[config.mk]
export PLATFORM = sky130hd
export DESIGN_NAME = debug_loader
export DESIGN_NICKNAME = d
export VERILOG_FILES = /design/src/rtl/debug_loader_pkg.sv /design/src/rtl/debug_loader_word_assembler.sv /design/src/rtl/debug_loader.sv
export SDC_FILE = /design/constraint.sdc
export NUM_CORES = 1
export LEC_CHECK = 0
export BUFFER_PORTS_ARGS = -buffer_cell sky130_fd_sc_hd__buf_2
export CAP_MARGIN = 20
export CORE_MARGIN = 2
export CORE_UTILIZATION = 50
export DETAILED_ROUTE_END_ITERATION = 10
export PLACE_DENSITY = 0.77
export SKIP_CTS_REPAIR_TIMING = 1
export SLEW_MARGIN = 30
export SYNTH_ARGS = -nofsm -noshare
export SYNTH_HDL_FRONTEND = slang
export SYNTH_HIERARCHICAL = 1
export SYNTH_SLANG_ARGS = --single-unit
[constraint.sdc]
create_clock -name clk -period 3.1 [get_ports clk]
set_clock_uncertainty 0.2 [all_clocks]
set_input_delay 0.155 -clock clk [delete_from_list [all_inputs] [get_ports clk]]
set_output_delay 0.155 -clock clk [all_outputs]
set_load 0.01 [all_outputs]
[src/rtl/debug_loader_pkg.sv]
// debug_loader_pkg
//   Shared constants for the debug loader: UART command byte codes and the
//   FSM state encoding that is exposed on o_state for debug readback.
//   The HLT word is "all ones" at whatever INSTRUCTION_BITS is in use, so it
//   is expressed as a replication at the point of use rather than here.
package debug_loader_pkg;

   localparam logic [7:0] CMD_LOAD = 8'h4C;  // 'L'
   localparam logic [7:0] CMD_RUN  = 8'h52;  // 'R'
   localparam logic [7:0] CMD_STEP = 8'h53;  // 'S'
   localparam logic [7:0] CMD_NEXT = 8'h4E;  // 'N'

   typedef enum logic [2:0] {
      ST_IDLE = 3'd0,
      ST_LOAD = 3'd1,
      ST_RUN  = 3'd2,
      ST_STEP = 3'd3,
      ST_DONE = 3'd4
   } state_e;

endpackage

[src/rtl/debug_loader_word_assembler.sv]
// debug_loader_word_assembler
//   Packs bytes MSB-first into instruction words.
//   word_o / word_valid_o are combinational: word_valid_o is high in the cycle
//   the last byte of a word is presented, and word_o is the complete word
//   including that byte, so the parent can register the write in the same
//   edge that accepts the byte.
// Ports:
//   clk, rst          clock, asynchronous active-low reset
//   clear_i           discard any partial word (start of a new load)
//   byte_i            incoming byte
//   byte_valid_i      byte_i is to be accepted this cycle
//   word_o            assembled word (valid when word_valid_o)
//   word_valid_o      last byte of a word is being accepted this cycle
module debug_loader_word_assembler #(
   parameter int WORD_BITS = 32,
   parameter int BYTE_BITS = 8
) (
   input  logic                 clk,
   input  logic                 rst,
   input  logic                 clear_i,
   input  logic [BYTE_BITS-1:0] byte_i,
   input  logic                 byte_valid_i,
   output logic [WORD_BITS-1:0] word_o,
   output logic                 word_valid_o
);

   localparam int N_BYTES = WORD_BITS / BYTE_BITS;
   localparam int CNT_W   = (N_BYTES > 1) ? $clog2(N_BYTES) : 1;
   localparam logic [CNT_W-1:0] CNT_LAST = CNT_W'(N_BYTES - 1);

   // Only the older bytes need storage; the newest byte comes straight from byte_i.
   logic [WORD_BITS-BYTE_BITS-1:0] shift_q, shift_d;
   logic [CNT_W-1:0]               cnt_q, cnt_d;

   assign word_o       = {shift_q, byte_i};
   assign word_valid_o = byte_valid_i && (cnt_q == CNT_LAST);

   always_comb begin
      shift_d = shift_q;
      cnt_d   = cnt_q;
      if (clear_i) begin
         cnt_d = '0;
      end else if (byte_valid_i) begin
         shift_d = word_o[WORD_BITS-BYTE_BITS-1:0];
         cnt_d   = (cnt_q == CNT_LAST) ? '0 : cnt_q + 1'b1;
      end
   end

   always_ff @(posedge clk or negedge rst) begin
      if (!rst) begin
         shift_q <= '0;
         cnt_q   <= '0;
      end else begin
         shift_q <= shift_d;
         cnt_q   <= cnt_d;
      end
   end

endmodule

[src/rtl/debug_loader.sv]
// debug_loader
//   Debug-side controller for the fetch stage. Decodes single-byte UART
//   commands, loads program words sequentially into instruction memory, and
//   releases the pipeline in run or single-step mode until HLT retires.
//   All outputs are registered.
// Ports:
//   clk, rst            clock, asynchronous active-low reset
//   i_rx_data/valid     received UART byte and its one-cycle strobe
//   i_halted            pipeline has retired HLT (level)
//   o_enable            pipeline/fetch enable
//   o_write_inst_mem    one-cycle instruction-memory write strobe
//   o_inst_mem_addr     write address (zero-extended)
//   o_inst_mem_data     write data
//   o_loaded            one-cycle pulse with the write strobe of the HLT word
//   o_error             sticky load overflow flag, cleared by the next 'L'
//   o_state             current FSM state (IDLE=0 LOAD=1 RUN=2 STEP=3 DONE=4)
module debug_loader
   import debug_loader_pkg::*;
#(
   parameter int PC_BITS          = 32,
   parameter int INSTRUCTION_BITS = 32,
   parameter int INST_ADDRS_BITS  = 10,
   parameter int BYTE_BITS        = 8
) (
   input  logic                        clk,
   input  logic                        rst,
   input  logic [BYTE_BITS-1:0]        i_rx_data,
   input  logic                        i_rx_valid,
   input  logic                        i_halted,
   output logic                        o_enable,
   output logic                        o_write_inst_mem,
   output logic [PC_BITS-1:0]          o_inst_mem_addr,
   output logic [INSTRUCTION_BITS-1:0] o_inst_mem_data,
   output logic                        o_loaded,
   output logic                        o_error,
   output logic [2:0]                  o_state
);

   localparam logic [INST_ADDRS_BITS-1:0]  ADDR_LAST = '1;
   localparam logic [INSTRUCTION_BITS-1:0] HLT_WORD  = '1;

   state_e                        state_q, state_d;
   logic                          enable_q, enable_d;
   logic                          write_q, write_d;
   logic [INST_ADDRS_BITS-1:0]    addr_q, addr_d;
   logic [INSTRUCTION_BITS-1:0]   data_q, data_d;
   logic                          loaded_q, loaded_d;
   logic                          error_q, error_d;

   logic                          asm_clear;
   logic                          asm_valid;
   logic [INSTRUCTION_BITS-1:0]   asm_word;
   logic                          asm_word_valid;

   logic rx_load, rx_run, rx_step, rx_next;

   assign rx_load = i_rx_valid && (i_rx_data == BYTE_BITS'(CMD_LOAD));
   assign rx_run  = i_rx_valid && (i_rx_data == BYTE_BITS'(CMD_RUN));
   assign rx_step = i_rx_valid && (i_rx_data == BYTE_BITS'(CMD_STEP));
   assign rx_next = i_rx_valid && (i_rx_data == BYTE_BITS'(CMD_NEXT));

   // In LOAD every byte is program data, including command codes.
   assign asm_valid = i_rx_valid && (state_q == ST_LOAD);

   debug_loader_word_assembler #(
      .WORD_BITS (INSTRUCTION_BITS),
      .BYTE_BITS (BYTE_BITS)
   ) u_word_assembler (
      .clk          (clk),
      .rst          (rst),
      .clear_i      (asm_clear),
      .byte_i       (i_rx_data),
      .byte_valid_i (asm_valid),
      .word_o       (asm_word),
      .word_valid_o (asm_word_valid)
   );

   always_comb begin
      state_d   = state_q;
      enable_d  = 1'b0;
      write_d   = 1'b0;
      loaded_d  = 1'b0;
      error_d   = error_q;
      data_d    = data_q;
      addr_d    = addr_q;
      asm_clear = 1'b0;

      // The address advances on the edge where the strobe drops. It holds at
      // the last location rather than wrapping; overflow ends the load anyway.
      if (write_q && (addr_q != ADDR_LAST)) begin
         addr_d = addr_q + 1'b1;
      end

      case (state_q)
         ST_IDLE, ST_DONE: begin
            if (rx_load) begin
               state_d   = ST_LOAD;
               addr_d    = '0;
               error_d   = 1'b0;
               asm_clear = 1'b1;
            end else if (state_q == ST_IDLE && rx_run) begin
               state_d = ST_RUN;
            end else if (state_q == ST_IDLE && rx_step) begin
               state_d = ST_STEP;
            end
         end

         ST_LOAD: begin
            if (asm_word_valid) begin
               write_d = 1'b1;
               data_d  = asm_word;
               if (asm_word == HLT_WORD) begin
                  loaded_d = 1'b1;
                  state_d  = ST_IDLE;
               end else if (addr_q == ADDR_LAST) begin
                  error_d = 1'b1;
                  state_d = ST_IDLE;
               end
            end
         end

         ST_RUN: begin
            if (i_halted) begin
               state_d = ST_DONE;
            end else if (rx_step) begin
               state_d = ST_STEP;
            end else begin
               enable_d = 1'b1;
            end
         end

         ST_STEP: begin
            // Halt takes priority over a coincident 'N'.
            if (i_halted) begin
               state_d = ST_DONE;
            end else if (rx_run) begin
               state_d = ST_RUN;
            end else if (rx_next) begin
               enable_d = 1'b1;
            end
         end

         default: state_d = ST_IDLE;
      endcase
   end

   always_ff @(posedge clk or negedge rst) begin
      if (!rst) begin
         state_q  <= ST_IDLE;
         enable_q <= 1'b0;
         write_q  <= 1'b0;
         addr_q   <= '0;
         data_q   <= '0;
         loaded_q <= 1'b0;
         error_q  <= 1'b0;
      end else begin
         state_q  <= state_d;
         enable_q <= enable_d;
         write_q  <= write_d;
         addr_q   <= addr_d;
         data_q   <= data_d;
         loaded_q <= loaded_d;
         error_q  <= error_d;
      end
   end

   assign o_enable         = enable_q;
   assign o_write_inst_mem = write_q;
   assign o_inst_mem_addr  = PC_BITS'(addr_q);
   assign o_inst_mem_data  = data_q;
   assign o_loaded         = loaded_q;
   assign o_error          = error_q;
   assign o_state          = state_q;

endmodule

; ---- After elaboration in Yosys (flattened, before gate mapping)
; Cells that the tools add are included.
[totals]
register_bits = 75
out_inout_bits = 71
input_bits = 12
elab_cells = 84
[classes]
n_reduce_logical = 17
mux = 35
eq_ne = 20
n_bitwise = 1
addsub = 2
[ops]
columns = op, count
row1 = "32-bit equality test, second input constant", 1
row2 = "8-bit by 7-bit equality test with 1-bit output, second input constant", 4
row3 = 10-bit two-way mux, 3
row4 = 3-bit two-way mux, 10
row5 = 1-bit two-way mux, 16
row6 = 3-bit one-hot mux with 4 select lines, 1
row7 = "10-bit by 1-bit adder with 10-bit output, second input constant", 1
row8 = "10-bit equality test, second input constant", 1
row9 = "10-bit != test, second input constant", 1
row10 = 5-bit AND reduction, 2
row11 = 1-bit logical AND, 9
row12 = "3-bit by 2-bit equality test with 1-bit output, second input constant", 2
row13 = 2-bit two-way mux, 3
row14 = "2-bit != test, second input constant", 3
row15 = "3-bit != test, second input constant", 2
row16 = "4-bit != test, second input constant", 1
row17 = 1-bit one-hot mux with 2 select lines, 2
row18 = 2-bit AND reduction, 2
row19 = 2-bit nonzero test, 2
row20 = "3-bit by 1-bit equality test with 1-bit output, second input constant", 1
row21 = "3-bit equality test, second input constant", 1
row22 = 3-bit logical NOT, 1
row23 = "3-bit by 1-bit != test with 1-bit output, second input constant", 1
row24 = "2-bit by 1-bit adder with 2-bit output, second input constant", 1
row25 = other kinds (4), 4

; ---- Longest topological paths before layout
; Gate-level depths: netlist of run 1.
[logic_depth]
word_depth = 7
mapped_depth = 9
mapped_depth_nobuf = 7

; ---- Cells and area by module
; The synthesis of run 1 kept the hierarchy.
[modules_own_cells]
columns = module, area_per_inst_um2, instances, seq_area_each_um2, cells_per_inst
row1 = debug_loader, 2352.3, 1, 1226.2, 200
row2 = debug_loader_word_assembler, 1173.6, 1, 650.6, 69

; ---- Worst setup path before layout of run 1
; Ideal clock, no wire load.
[synth_path]
path_type = flip-flop to flip-flop
from = reg state_q[2], in the netlist o_state[2]
to = reg state_q[0], in the netlist o_state[0]
path_slack_ns = 0.903
path_stages_with_launch = 8
required_time_ns = 2.772
t_arrival_ns = 1.870
n_path_buf = 1
synth_period_minus_slack_ns = 2.197
setup_time_ns = 0.128
path_cell_list = dfrtp_1 clkbuf_1 nor3b_2 and2_1 and2_1 o22ai_1 a311oi_2 mux2_1
[synth_via]
elab_chain_len = 5
word_cells_on_any_way = 19
cone_classes = eq/ne: 9 / mux: 3 / reduce/logical: 7
[synth_rtl]
columns = element, line_no
row1 = from (decl), debug_loader.sv:42  ; state_e state_q, state_d;
row2 = from (signal assigned), debug_loader.sv:157  ; state_q <= state_d;
row3 = 3-bit by 1-bit equality test with 1-bit output, debug_loader.sv:63  ; assign asm_valid = i_rx_valid && (state_q == ST_LOAD);
row4 = 1-bit logical AND, debug_loader.sv:63
row5 = net asm_valid, debug_loader.sv:51  ; logic asm_valid;
row6 = 1-bit logical AND, debug_loader_word_assembler.sv:36  ; assign word_valid_o = byte_valid_i && (cnt_q == CNT_LAST);
row7 = net asm_word_valid, debug_loader.sv:53  ; logic asm_word_valid;
row8 = 2-bit != test (no line), n/a
row9 = 5-bit AND reduction (no line), n/a
; The timed path passes the listed nets, and every way through them passes these cells.
; A chain may end at the register's enable or synchronous reset.

; ---- Worst setup path in the final report of run 1
[layout_path]
from = reg state_q[1], in the netlist o_state[1]
to = reg u_word_assembler.shift_q[10]
[layout_via]
word_cells_on_any_way = 8
cone_classes = eq/ne: 2 / mux: 1 / bitwise: 1 / reduce/logical: 4
[layout_lines]
columns = element, line_no
row1 = 3-bit by 1-bit equality test with 1-bit output, debug_loader.sv:63
row2 = 1-bit logical AND, debug_loader.sv:63
row3 = net asm_valid, debug_loader.sv:51
row4 = 2-bit AND reduction (no line), n/a
row5 = to (signal assigned), debug_loader_word_assembler.sv:54  ; shift_q <= shift_d;
row6 = to (decl), debug_loader_word_assembler.sv:32  ; logic [WORD_BITS-BYTE_BITS-1:0] shift_q, shift_d;
; The timed path passes the listed nets, and every way through them passes these cells.

==> results of run 1 <==
==> synthesized netlist by cell type (4+ instances only) <==
| cell | instances |
|---|---|
| dfrtp_1 | 75 |
| mux2_2 | 36 |
| buf_4 | 30 |
| mux2_4 | 20 |
| nor2_1 | 15 |
| a21oi_1 | 9 |
| nand2_1 | 9 |
| nand4_1 | 8 |
| inv_1 | 7 |
| xnor2_1 | 5 |
| buf_2 | 4 |
| nand3_1 | 4 |
| o21ai_0 | 4 |
==> cell type report <==
type	instances	share of cell area, %
Inverter	7	0.6389
Sequential cell	75	45.63
Timing Repair Buffer	75	10.80
Multi-Input combinational cell	170	34.23
Clock buffer	13	4.107
Clock inverter	3	1.673
Tap cell	96	2.921
==> flip-flops by register name (all words and copies together), names as in the netlist <==
| name | flops |
|---|---|
| o_inst_mem_data | 32 |
| u_word_assembler/shift_q | 24 |
| addr_q | 10 |
| o_state | 3 |
| u_word_assembler/cnt_q | 2 |
| o_enable | 1 |
| o_error | 1 |
| o_loaded | 1 |
| o_write_inst_mem | 1 |
==> worst min-delay path by stage <==
stage	startpoint	endpoint	cells after the start	slack [ps]
2_1_floorplan	rst	addr_q[0]	0	-340
3_3_place_gp	rst	o_inst_mem_data[9]	1	150
3_5_place_dp	rst	o_inst_mem_data[10]	1	150
4_1_cts	rst	o_inst_mem_data[1]	1	-230
5_1_grt	i_rx_valid	u_word_assembler/cnt_q[0]	4	180
6_report	i_rx_valid	u_word_assembler/cnt_q[1]	4	130
==> cells by family (layout without fill, tap and decap cells) <==
logic type | count (synthesis) | after routing
fa+ha+maj | 2 | 2
mux | 58 | 58
other cells | 1 | 22
compound gates | 21 | 21
buf+inv | 45 | 98
xor+xnor | 7 | 7
flops | 75 | 75
simple gates | 60 | 60
==> tightest hold or removal path, cell delays in order <==
cell and delay [ps]:
buf_2 100, and2_1 200, mux2i_1 90, nor2_1 80
==> power breakdown <==
| group | internal (mW) | switching [mW] |
|---|---|---|
| combinational | 0.283 | 0.186 |
| sequential | 1.15 | 0.195 |
| clock | 0.521 | 0.355 |
==> layer usage <==
metal	GRT usage, %	routed length, um	share of wire [%]	up-vias
met3	5.090	345	5.5	11
met2	26.03	2920	46	62
met4	7.972	117	1.9	0
li1	-	-	-	1037
met1	25.49	2937	46	1091
met5	0	0	0	-
==> per-stage QoR <==
step           hold WS (ps)  utilization [%]  instance area [sq um]  total power, mW
5_1_grt               175.8            60.53                   4113            2.844
4_1_cts              -227.1            59.01                   4009            2.708
3_3_place_gp          147.6            55.51                   3771            1.804
6_report              134.9            60.53                   4113            2.694
3_5_place_dp          152.1            55.51                   3771            1.832
2_1_floorplan        -340.6                -                   3605            1.696
==> cells in the final DEF (no fill, tap or decap), drive strengths merged, types with 2 or more instances in the layout <==
master,count
or3,4
o22ai,2
a311oi,2
o311ai,2
o21ai,4
nand4bb,2
nand2,9
bufinv,2
conb,22
nor2,15
dfrtp,75
clkbuf,13
a21oi,9
and2,3
xor2,2
nand3,4
buf,65
mux2,57
nor3b,2
xnor2,5
nor3,3
ha,2
dlygate4sd3,10
inv,7
nor4,4
nand4,9
==> results.sh, run 1 <==
export IMPL_finalSetupViolations=0
export IMPL_synthAdderAreaFrac_pct=0.7097
export IMPL_relSlewSlack_pct=55.76
export IMPL_r2r_start="o_state[1]"
export IMPL_synth_compound_area_share_pct=4.045
export IMPL_cap_violations=0
export IMPL_die_area_sq_um=7740
export IMPL_cts_max_level=3
export IMPL_fin_tns_setup_ps=0
export IMPL_postSynthCellCount=269
export IMPL_track_usage_pct=18.04
export IMPL_place_inst=413
export IMPL_synthSimpleGateAreaFrac_pct=10.29
export IMPL_wl_per_cell_um=14.40
export IMPL_grt_overflow=0
export IMPL_fmax_mhz=423.6
export IMPL_grt_setup_unrepaired="false"
export IMPL_yosysSeqAreaShare_pct=53.23
export IMPL_via_count=2201
export IMPL_cp_cell_sequence="nor3b_2, and2_1, nor2b_4, buf_4, mux2_2"
export IMPL_final_antenna_net_count=0
export IMPL_holdCritPathClass="in -> reg"
export IMPL_nFillCells=560
export IMPL_die_height_um=87.98
export IMPL_place_gp_congestion=0.7939
export IMPL_status="complete, no violations"
export IMPL_synth_area_leaders="dfrtp_1 53%, mux2_2 11%, mux2_4 8.5%, buf_4 6.4%, nor2_1 1.6%"
export IMPL_cp_required_ps=3130
export IMPL_max_stage_delay_ps=460
export IMPL_r2r_end="u_word_assembler/shift_q[10]"
export IMPL_multi_input_area_sq_um=1408
export IMPL_synthArstFlopShare_pct=100.0
export IMPL_viasPerCell=5.014
export IMPL_drive_above_1_share_pct=41.98
export IMPL_drt_initial_drc_count=95
export IMPL_finalHoldViolCount=0
export IMPL_path_max_fanout=10
export IMPL_clk_pin_slew_ps=70
export IMPL_synth_area_per_cell_sq_um=13.11
export IMPL_synthXorXnorAreaFrac_pct=1.739
export IMPL_crit_arrival_ps=2390
export IMPL_pin_count=83
export IMPL_ff2ff_setup_slack_ps=740
export IMPL_start_util_pct=51.90
export IMPL_clockBufferDepth=2
export IMPL_synth_mux_area_share_pct=20.62
export IMPL_rows=30
export IMPL_synth_flop_cell="dfrtp_1"
export IMPL_drc=0
export IMPL_yosysUniqueCellTypes=43
export IMPL_cts_tree="built"
export IMPL_worstSetupPathType="reg -> reg"
export IMPL_leakage_nw=2.095
export IMPL_end_kind="register"
export IMPL_ys_warn_count=6
export IMPL_worst_setup_path_start_kind="register"
export IMPL_cts_root_buffer="clkbuf_8"
export IMPL_cts_sinks=75
export IMPL_dpl_hpwl_um=4402
export IMPL_clk_latency_ps=350
export IMPL_fin_crit_ps=2361
export IMPL_endpoint="u_word_assembler/shift_q[10]"
export IMPL_cp_num_buf_inv=1
export IMPL_cts_made_buffers=9
export IMPL_setup_ws_ps=739.3
export IMPL_ff2ff_path_depth=5
export IMPL_syn_area_sq_um=3526
export IMPL_synth_top_cell_area_share_pct=53.23
export IMPL_core_area_sq_um=6794
export IMPL_regArea_sq_um=1877
export IMPL_post_place_ws_ps=744.5
export IMPL_crit_start="o_state[1]"
export IMPL_vdd_drop_max_v=0.0003212
export IMPL_yosysTopAreaCell="dfrtp_1"
export IMPL_worst_slew_pin_slew_ps=663.5
export IMPL_numPortBuffers=60
export IMPL_grt_pass1_wl_um=10630
export IMPL_slowest_stage="dfrtp_1"
export IMPL_grt_max_degree=76
export IMPL_antenna_found_initial=0
export IMPL_ys_seq_elements=75
export IMPL_period_share_pct=76.15
export IMPL_grt_pass1_vias=2145
export IMPL_cellPowerDensity_nw_per_um2=654.9
export IMPL_cp_top_family="simple AND/OR/NAND/NOR gates"
export IMPL_wl_um=6321
export IMPL_synth_top_family_by_area="multiplexers"
export IMPL_path_depth=5
export IMPL_n_antenna_cell=0
export IMPL_synth_edff_count=0
export IMPL_drv_slew=0
export IMPL_die_width_um=87.98
export IMPL_fin_nets=352
export IMPL_dr_pass1_iters=4
export IMPL_final_cells=439
export IMPL_area_growth_pct=16.64
(Power assumes the default switching activity.)
==> run 2, diff against run 1 <==
clock period = 2.2 ns   (was 3.1 ns; I/O delays follow)
==> results.sh, run 2 (same netlist as run 1, synthesis figures left out) <==
export IMPL_cts_tree="built"
export IMPL_start_util_pct=51.90
export IMPL_wl_per_cell_um=15.06
export IMPL_dpl_hpwl_um=4513
export IMPL_layout_common_cells="75 x dfrtp_1, 59 x buf_2, 36 x mux2_2, 22 x conb_1, 20 x mux2_4"
export IMPL_drive_above_1_share_pct=42.94
export IMPL_worstSetupPathType="reg -> reg"
export IMPL_clockBufferDepth=2
export IMPL_wl_met3_um=313
export IMPL_cts_sinks=75
export IMPL_drc=0
export IMPL_finalHoldViolCount=0
export IMPL_drt_initial_drc_count=127
export IMPL_status="complete, no violations"
export IMPL_worst_slew_pin_slew_ps=661.8
export IMPL_via_count=2266
export IMPL_final_common_cell="dfrtp_1"
export IMPL_route_met2_wl_um=3229
export IMPL_die_height_um=87.98
export IMPL_numPortBuffers=60
export IMPL_core_area_sq_um=6794
export IMPL_worst_setup_path_start_kind="register"
export IMPL_grt_pass1_vias=2253
export IMPL_wirelength_met1_um=3054
export IMPL_finalSetupViolations=0
export IMPL_cap_violations=0
export IMPL_wl_um=6672
export IMPL_nFillCells=522
export IMPL_finalInstanceArea_sq_um=4151
export IMPL_ff2ff_setup_slack_ps=70
export IMPL_rows=30
export IMPL_finish_utilization_pct=61.11
export IMPL_largest_register_ff_count=32
export IMPL_cellPowerDensity_nw_per_um2=879.7
export IMPL_end_kind="register"
export IMPL_grt_max_degree=39
export IMPL_period_share_pct=96.83
export IMPL_leakage_nw=2.106
export IMPL_track_usage_pct=18.29
export IMPL_fin_crit_ps=2130
export IMPL_setup_ws_ps=69.76
export IMPL_topRoutingLayerUsed="met4"
export IMPL_grt_pass1_wl_um=10810
export IMPL_n_antenna_cell=0
export IMPL_holdCritPathClass="in -> reg"
export IMPL_antenna_found_initial=0
export IMPL_drv_slew=0
export IMPL_post_place_ws_ps=-31.57
export IMPL_viasPerCell=5.115
export IMPL_final_antenna_net_count=0
export IMPL_die_width_um=87.98
export IMPL_clk_latency_ps=350
export IMPL_clk_pin_slew_ps=70
export IMPL_fin_nets=356
export IMPL_die_area_sq_um=7740
export IMPL_vdd_drop_max_v=0.0004531
export IMPL_pin_count=83
export IMPL_relSlewSlack_pct=55.18
export IMPL_cts_max_level=3
export IMPL_cp_required_ps=2230
export IMPL_cts_root_buffer="clkbuf_8"
export IMPL_dr_pass1_iters=4
export IMPL_area_growth_pct=17.74
export IMPL_fin_tns_setup_ps=0
export IMPL_fmax_mhz=469.4
export IMPL_place_area_sq_um=3819
export IMPL_path_max_fanout=4
export IMPL_place_gp_congestion=0.7781
export IMPL_cts_made_buffers=9
export IMPL_grt_overflow=0
export IMPL_crit_arrival_ps=2160
[run 2: cell count changes in the layout (fill, tap and decap cells not counted), sizes merged]
cell / delta
buf: +3
clkinvlp: +2
bufinv: -1
clkbuf: -1
nor2b: +1
[run 2: metrics by stage]
stage	hold WS, ps	std cells	power [mW]
6_report	26.68	443	3.652
3_5_place_dp	-86.42	416	2.603
3_3_place_gp	-93.26	416	2.553
4_1_cts	-467.3	432	3.650
5_1_grt	50.71	443	3.854
2_1_floorplan	-385.6	290	2.390
[run 2: per-layer routing]
metal	GRT usage, %	vias up
met1	25.12	1140
met2	27.82	73
li1	-	1047
met4	8.112	0
met3	4.336	6
met5	0	-
[run 2: critical path, cell delays in order, from the launching register on]
cell and delay (ps):
dfrtp_1 410, nor3b_4 220, and2_4 190, buf_4 120, and2_1 130, o22ai_1 130, a311oi_2 240, mux2_1 370
[run 2: report_power, final]
group | leakage (nW) | switching, mW | internal [mW] | total, mW
clock network | 0.0926 | 0.502 | 0.554 | 1.06
logic | 1.04 | 0.279 | 0.420 | 0.699
registers | 0.972 | 0.272 | 1.63 | 1.90
[run 2: cell type report]
type                            instances  area (sq um)  share of cell area, %
Clock buffer                           12         145.1                  3.496
Clock inverter                          4         50.05                  1.206
Inverter                                7         26.28                 0.6329
Multi-Input combinational cell        171          1445                  34.81
Sequential cell                        75          1877                  45.21
Tap cell                               96         120.1                  2.893
Timing Repair Buffer                   78         488.0                  11.75
[run 2: path summary, 6_finish.rpt]
path | startpoint | to | depth (start not counted)
worst max-delay path | o_state[1] | o_state[0] | 7
worst min-delay path | i_rx_data[1] | o_state[1] | 5
worst max register to register | o_state[1] | o_state[0] | 7
worst min register to register | o_inst_mem_data[22] | o_inst_mem_data[22] | 1
max in group asynchronous | rst | addr_q[4] | 3
min in group asynchronous | rst | o_inst_mem_data[10] | 2
==> run 3, diff against run 2 <==
CORE_MARGIN = 5   (was 2)
CORE_UTILIZATION = 46   (was 50)
PLACE_DENSITY = 0.72   (was 0.77)
==> results.sh, run 3 (same netlist as run 1, synthesis figures left out) <==
export IMPL_antenna_found_initial=0
export IMPL_area_growth_pct=18.31
export IMPL_cts_root_buffer="clkbuf_8"
export IMPL_viasPerCell=5.036
export IMPL_place_inst=422
export IMPL_core_area_sq_um=7607
export IMPL_cp_cell_sequence="nor3b_2, and2_4, buf_4, and2_1, o22ai_1, a311oi_2, mux2_1"
export IMPL_status="complete, no violations"
export IMPL_grt_overflow=0
export IMPL_n_antenna_cell=0
export IMPL_dr_pass1_iters=4
export IMPL_cts_max_level=3
export IMPL_largest_register_ff_count=32
export IMPL_path_max_fanout=4
export IMPL_die_width_um=97.55
export IMPL_grt_pass1_wl_um=11060
export IMPL_total_power_mw=3.729
export IMPL_clk_pin_slew_ps=70
export IMPL_cap_violations=0
export IMPL_cellPowerDensity_nw_per_um2=893.9
export IMPL_vdd_drop_max_v=0.0004389
export IMPL_cp_required_ps=2220
export IMPL_crit_arrival_ps=2120
export IMPL_numPortBuffers=60
export IMPL_fin_crit_ps=2091
export IMPL_track_usage_pct=14.52
export IMPL_final_antenna_net_count=0
export IMPL_drv_slew=0
export IMPL_via_count=2251
export IMPL_leakage_nw=2.120
export IMPL_finalHoldViolCount=0
export IMPL_rows=32
export IMPL_drc=0
export IMPL_clockBufferDepth=2
export IMPL_worstSetupPathType="reg -> reg"
export IMPL_cts_sinks=75
export IMPL_holdCritPathClass="in -> reg"
export IMPL_pin_count=83
export IMPL_worst_setup_path_start_kind="register"
export IMPL_wl_um=6847
export IMPL_relSlewSlack_pct=57.47
export IMPL_final_common_cell="dfrtp_1"
export IMPL_fin_nets=356
export IMPL_slowest_stage="dfrtp_1"
export IMPL_fmax_mhz=478.3
export IMPL_wl_per_cell_um=15.32
export IMPL_max_stage_delay_ps=390
export IMPL_place_gp_congestion=0.7023
export IMPL_grt_setup_unrepaired="false"
export IMPL_drt_initial_drc_count=138
export IMPL_layout_common_cells="75 x dfrtp_1, 59 x buf_2, 36 x mux2_2, 22 x conb_1, 20 x mux2_4"
export IMPL_end_kind="register"
export IMPL_dpl_hpwl_um=4741
export IMPL_cts_tree="built"
export IMPL_final_cells=447
export IMPL_worst_slew_pin_slew_ps=628.0
export IMPL_die_area_sq_um=9516
export IMPL_start_util_pct=46.35
export IMPL_drive_above_1_share_pct=43.19
export IMPL_clk_latency_ps=350
export IMPL_grt_pass1_vias=2255
export IMPL_period_share_pct=95.04
export IMPL_finalSetupViolations=0
export IMPL_cts_made_buffers=9
export IMPL_grt_max_degree=41
export IMPL_die_height_um=97.55
==> run 3: cell types whose count changed in the layout (fill, tap and decap cells not counted), sizes merged <==
cell | previous run | this run
clkinvlp | 2 | 1
bufinv | 1 | 2
clkbuf | 12 | 10
==> run 3: per-layer routing <==
metal / GRT usage [%] / part of all wire (%) / vias to the layer above
li1: - / - / 1045
met1: 18.61 / 46 / 1136
met2: 22.51 / 47 / 61
met3: 5.169 / 5.5 / 9
met4: 5.644 / 1.5 / 0
met5: 0 / 0 / -
==> run 3: critical path: cells and delay by family, from the launching register on <==
| family | cells | cell delay, ps |
|---|---|---|
| AO/OA/AOI/OAI | 2 | 360 |
| flip-flops | 1 | 390 |
| buffers and inverters | 1 | 120 |
| AND/OR/NAND/NOR | 3 | 540 |
| multiplexers | 1 | 350 |
==> run 3: where the power goes <==
| group | switching (mW) | internal [mW] |
|---|---|---|
| clock | 0.489 | 0.659 |
| sequential | 0.265 | 1.63 |
| combinational | 0.274 | 0.416 |
| total | 1.03 | 2.70 |
==> run 3: per-stage QoR <==
stage,util (%),TNS (ps),instance area (sq um),hold WS [ps],setup WS (ps)
global route,54.84,0,4172,31.44,16.50
global placement,50.30,0,3826,-99.84,15.73
detailed placement,50.30,-177.0,3826,-97.24,-52.26
CTS,53.11,-252.6,4040,-476.7,-66.19
finish,54.84,0,4172,34.65,109.1
floorplan,-,0,3605,-385.6,2.520
==> run 3: worst paths after layout <==
path / startpoint / slack (ps) / cells past startpoint / endpoint
setup / recovery: o_state[2] / 110 / 7 / o_state[0]
hold reg to reg: o_inst_mem_data[31] / 300 / 1 / o_inst_mem_data[31]
min in group asynchronous: rst / 70 / 2 / o_inst_mem_data[11]
max in group asynchronous: rst / 1170 / 3 / addr_q[4]
setup reg to reg: o_state[2] / 110 / 7 / o_state[0]
hold / removal: i_rx_data[5] / 30 / 5 / o_loaded
==> run 3: layout make-up <==
type                    count  area (sq um)
fillers                   659          3436
flip-flops and latches     75          1877
multi-input cells         171          1439
repair buffers             78         488.0
clock buffers              10         137.6
well taps                 102         127.6
clock inverters             4         76.32
inverters                   7         26.28
